**src/rtl/game_timer.sv**
```systemverilog
// game_timer: per-difficulty countdown round timer with pause, restart, abort and expiry pulse.
// Define GAME_TIMER_WARN_EN to drive the low-time warn output; otherwise warn is tied low.
module game_timer #(
  parameter int TICK_DIV  = 50000000,
  parameter int CNT_W     = 7,
  parameter int LOAD_EASY = 30,
  parameter int LOAD_MED  = 60,
  parameter int LOAD_HARD = 90,
  parameter int WARN_SECS = 10
) (
  input  logic             clk,
  input  logic             reset,
  input  logic [1:0]       difficulty,
  input  logic             start,
  input  logic             pause,
  input  logic             abort,
  output logic [CNT_W-1:0] counter,
  output logic             running,
  output logic             expired,
  output logic             done,
  output logic             warn
);
  localparam int PW = TICK_DIV > 1 ? $clog2(TICK_DIV) : 1;
  localparam logic [PW-1:0] PMAX = PW'(TICK_DIV - 1);
  typedef enum logic [1:0] {IDLE, RUN, PAUSED, DONE} state_t;
  state_t state, state_n;
  logic [PW-1:0] pre, pre_n;
  logic [CNT_W-1:0] cnt_n, load;
  logic exp_n, go, tick;
  if (TICK_DIV < 1) begin : g_bad_div
    $error("game_timer: TICK_DIV must be >= 1");
  end
  if (LOAD_EASY < 1 || LOAD_EASY >= 2**CNT_W || LOAD_MED < 1 || LOAD_MED >= 2**CNT_W ||
      LOAD_HARD < 1 || LOAD_HARD >= 2**CNT_W) begin : g_bad_load
    $error("game_timer: LOAD_* must be in 1 .. 2**CNT_W-1");
  end
  if (WARN_SECS < 0) begin : g_bad_warn
    $error("game_timer: WARN_SECS must be >= 0");
  end
  always_comb begin
    load = difficulty == 2'd1 ? CNT_W'(LOAD_EASY) : difficulty == 2'd2 ? CNT_W'(LOAD_MED) : CNT_W'(LOAD_HARD);
    go = start && difficulty != 2'd0;
    tick = pre == PMAX;
    state_n = state;
    cnt_n = counter;
    pre_n = pre;
    exp_n = 1'b0;
    if (abort) begin
      state_n = IDLE;
      cnt_n = '0;
      pre_n = '0;
    end else if (go) begin
      state_n = RUN;
      cnt_n = load;
      pre_n = '0;
    end else if (state == RUN) begin
      // a tick coinciding with pause is dropped and the prescaler frozen
      if (pause) state_n = PAUSED;
      else begin
        pre_n = tick ? '0 : pre + 1'b1;
        if (tick) begin
          cnt_n = counter - 1'b1;
          state_n = counter == CNT_W'(1) ? DONE : RUN;
          exp_n = counter == CNT_W'(1);
        end
      end
    end else if (state == PAUSED && !pause) state_n = RUN;
  end
  always_ff @(posedge clk or posedge reset) begin
    if (reset) begin
      state <= IDLE;
      counter <= '0;
      pre <= '0;
      expired <= 1'b0;
      running <= 1'b0;
      done <= 1'b0;
    end else begin
      state <= state_n;
      counter <= cnt_n;
      pre <= pre_n;
      expired <= exp_n;
      running <= state_n == RUN;
      done <= state_n == DONE;
    end
  end
`ifdef GAME_TIMER_WARN_EN
  always_ff @(posedge clk or posedge reset) begin
    if (reset) warn <= 1'b0;
    else warn <= (state_n == RUN || state_n == PAUSED) && cnt_n != '0 && int'(cnt_n) <= WARN_SECS;
  end
`else
  assign warn = 1'b0;
`endif
endmodule

```
**config.mk**
```make
export PLATFORM = sky130hd
export DESIGN_NAME = game_timer
export DESIGN_NICKNAME = d
export VERILOG_FILES = /design/src/rtl/game_timer.sv
export SDC_FILE = /design/constraint.sdc
export NUM_CORES = 1
export LEC_CHECK = 0
export ABC_AREA = 1
export CAP_MARGIN = 20
export CORE_MARGIN = 5
export CORE_UTILIZATION = 28
export CTS_CLUSTER_SIZE = 12
export DETAILED_ROUTE_END_ITERATION = 16
export PLACE_DENSITY_LB_ADDON = 0.15
export RECOVER_POWER = 50
export SKIP_CTS_REPAIR_TIMING = 1
export SYNTH_ARGS = -nofsm -noshare
export SYNTH_HDL_FRONTEND = slang
export SYNTH_SLANG_ARGS = --single-unit
```
**constraint.sdc**
```tcl
create_clock -name clk -period 1.9 [get_ports clk]
set_input_delay 0.38 -clock clk [delete_from_list [all_inputs] [get_ports clk]]
set_output_delay 0.38 -clock clk [all_outputs]
set_load 0.01 [all_outputs]
```
==> results of run 1 <==
-- where the power goes --
part           switching, uW  internal, uW  leakage, uW  total, uW
sequential              49.0           843     0.000521        893
combinational            217           178     0.000768        395
clock                    288           280    0.0000431        569
-- how the worst min path moves through the flow --
stage	from	to	slack (ns)	cells past startpoint
after floorplan	pre[1]	pre[1]	0.47	2
after global placement	pre[1]	pre[1]	0.51	2
after detailed placement	pre[1]	pre[1]	0.51	2
after CTS	reset	counter[1]	0.44	3
after global routing	pre[1]	pre[1]	0.55	2
final	pre[1]	pre[1]	0.53	2
-- layout make-up --
cell class                      instances  area share (%)
Sequential cell                        38            32.0
Tap cell                              108            4.55
Inverter                               41            5.19
Multi-Input combinational cell        265            45.1
Clock buffer                            6            2.78
Timing Repair Buffer                   36            10.4
-- routing by layer --
metal / GRT usage (%) / share of wire [%] / up-vias
li1: - / - / 1152
met1: 16.5 / 51 / 1011
met2: 18.7 / 46 / 31
met3: 2.17 / 2.5 / 7
met4: 2.78 / 1.1 / 0
met5: 0 / 0 / -
-- logic make-up (layout without fill, tap and decap cells) --
family / Yosys count / count (layout) / share of synthesized area, %
xor gates and xnor gates: 11 / 11 / 3.87
and+or+nand+nor: 226 / 226 / 40.6
AOI/OAI and AO/OA: 21 / 21 / 6.08
buffers and inverters: 46 / 83 / 8.14
other: 1 / 1 / 0.151
adders and majority gates: 6 / 6 / 3.01
DFF: 38 / 38 / 38.2
-- sequential cells by signal, indices dropped and copies added (netlist names) --
name	flops
pre	26
counter	7
state	2
done	1
expired	1
running	1
-- per-stage QoR --
stage / instance area [um2] / instances / util [%] / TNS [ns] / hold WS [ns]
final: 2970 / 494 / 34.2 / 0 / 0.527
after global routing: 2970 / 494 / 34.2 / 0 / 0.554
after CTS: 2970 / 492 / 34.2 / 0 / 0.445
after detailed placement: 2890 / 486 / 33.2 / -2.66 / 0.506
after floorplan: 2490 / 349 / - / 0 / 0.474
after global placement: 2890 / 486 / 33.2 / -1.19 / 0.511
-- placed cells by master, fill, tap and decap left out, types with 2 or more instances in the layout --
master	count
dlygate4sd3_1	3
o21ai_2	6
ha_1	6
buf_4	19
clkdlybuf4s50_1	13
xnor2_1	3
nand2_1	92
nand2_4	2
nand4_1	5
nand2_2	12
nor2_4	3
inv_2	4
o21ai_0	4
nand3_1	22
nor3_1	12
a21oi_1	7
inv_1	37
clkbuf_8	6
nor2_1	65
dfrtp_1	38
xor2_1	8
nor2_2	7
==> reports/qor.csv, run 1 <==
stage;metric;value;unit
outcome;run status;completed;
hold_path;worst hold path type;flop to flop;
final_layout;Fillers;969;
clock_tree;clk sinks;38;
drt;post-route antenna net violation count;0;
timing;worst-margin pin slew;0.993;ns
global_routing;global-route wire length before repair;10.6;mm
global_routing;total congestion overflow;0;
critical_path;crit-path cells;clkdlybuf4s50_1;
clock_tree;Num CTS Buffers;5;
drt;# DRC;0;
drt;Iter 0 DRT Violations;104;
synthesis;Synth Register Bits;38;
global_routing;Overall Global Routing Usage;11.8;%
drt;final WL;6.18;mm
pwr;LEAKAGE;0.00133;uW
critical_path;WP data required;1.52;ns
pwr;total power;1860;uW
floorplan;core box area;8680;um2
timing;fin worst setup slack;0.174;ns
clock_tree;clk_lat worst skew;0.29;ns
synthesis;Yosys top cell by area;dfrtp_1;
drt;TritonRoute pass-1 iters;4;
critical_path;Worst Path Buf+Inv;1;
critical_path;CP Launch Type;flop;
placement;Setup WS pre-CTS;-0.135;ns
timing;Hold Vio Cnt, Final;0;
clock_tree;root buffer cell;clkbuf_8;
critical_path;reg2reg start;pre[18];
timing;Rel. slew slack;33.8;%
critical_path;Arrival @ worst endpoint;1.35;ns
drt;Routed WL per cell;12.5;um
synthesis;Cells after Synth;349;
global_routing;largest net degree at the start of global routing;39;
critical_path;R2R cell count;10;
synthesis;syn_area_per_cell;7.14;um2
floorplan;full die area;10900;um2
synthesis;Synth Cell Area;2490;um2
critical_path;Critical Path Sink;counter[2];
critical_path;R2R Setup Slk;0.19;ns
final_layout;multi-input gate area in the final layout;1340;um2
critical_path;Worst Path Max Fanout;5;
floorplan;Starting Density;28.7;%
synthesis;dominant synthesized flop cell;dfrtp_1;
synthesis;most common cell in the synthesized netlist;nand2_1;
synthesis;Post-synth EDFFs;0;
critical_path;CP Launch Point;counter[2];
global_routing;initial antenna violation count;0;
final_layout;Reg area;951;um2
critical_path;Top delay family on crit path;buffers and inverters;
pwr;Power Density;625;nW/um2
synthesis;sequential share of the synthesized area;38.2;%
run;Max Cap Viol;0;
critical_path;RR Endpoint;counter[3];
clock_tree;Clock transition at path regs;0.08;ns
placement;port bufs;16;
timing;fin crit share;90.8;%
critical_path;Slowest cell on crit path;clkdlybuf4s50_1;
drt;routed vias/inst;4.46;
clock_tree;H-tree depth;2;
synthesis;top cells by area, synth;dfrtp_1 38%, nand2_1 14%, nor2_1 9.8%;
final_layout;diode count;0;
global_routing;number of global-route vias before repair;2193;
floorplan;row cnt;34;
synthesis;Synth cell types;31;
synthesis;syn_nets;362;
critical_path;critical path type;flop to primary output;
clock_tree;CTS tree;done;
critical_path;CP max stage delay;0.59;ns
timing;final setup violation count;0;
final_layout;nets;400;
timing;Fmax;579;MHz
critical_path;Worst setup EP type;primary output;
final_layout;layout cells sized above 1;16.8;%
placement;DP HPWL;4.75;mm
synthesis;top-area cell type share of the netlist area;38.2;%
clock_tree;Max clock buf depth;2;
synthesis;commonest cells in the netlist;92 x nand2_1, 65 x nor2_1, 38 x dfrtp_1, 37 x inv_1, 22 x nand3_1;
floorplan;I/O pin count;18;
floorplan;Die Height;104;um
critical_path;number of cells on the critical path;1;
timing;setup repair after global routing missed its margin;no;
floorplan;die width;104;um
synthesis;Async S/R FF share, synth;100;%
final_layout;Area Overhead vs Synth;19.1;%
pwr;VDD IR-drop max;0.000343;V
placement;GPL Wtd Cong;0.790;
timing;Setup Skew;0.00614;ns
timing;Slew Limit Fails;0;
synthesis;Yosys Warn Count;0;
timing;Tmin final;1.73;ns
drt;via count;2201;
No activity file was read; power rests on OpenSTA's default activity.
==> run 2, diff against run 1 <==
--- a/config.mk
+++ b/config.mk
@@ -6,7 +6,6 @@
 export NUM_CORES = 1
 export LEC_CHECK = 0
 export ABC_AREA = 1
-export CAP_MARGIN = 20
 export CORE_MARGIN = 5
 export CORE_UTILIZATION = 28
 export CTS_CLUSTER_SIZE = 12
==> results of run 2 <==
Final layout, timing and power as in run 1 (identical DEF).
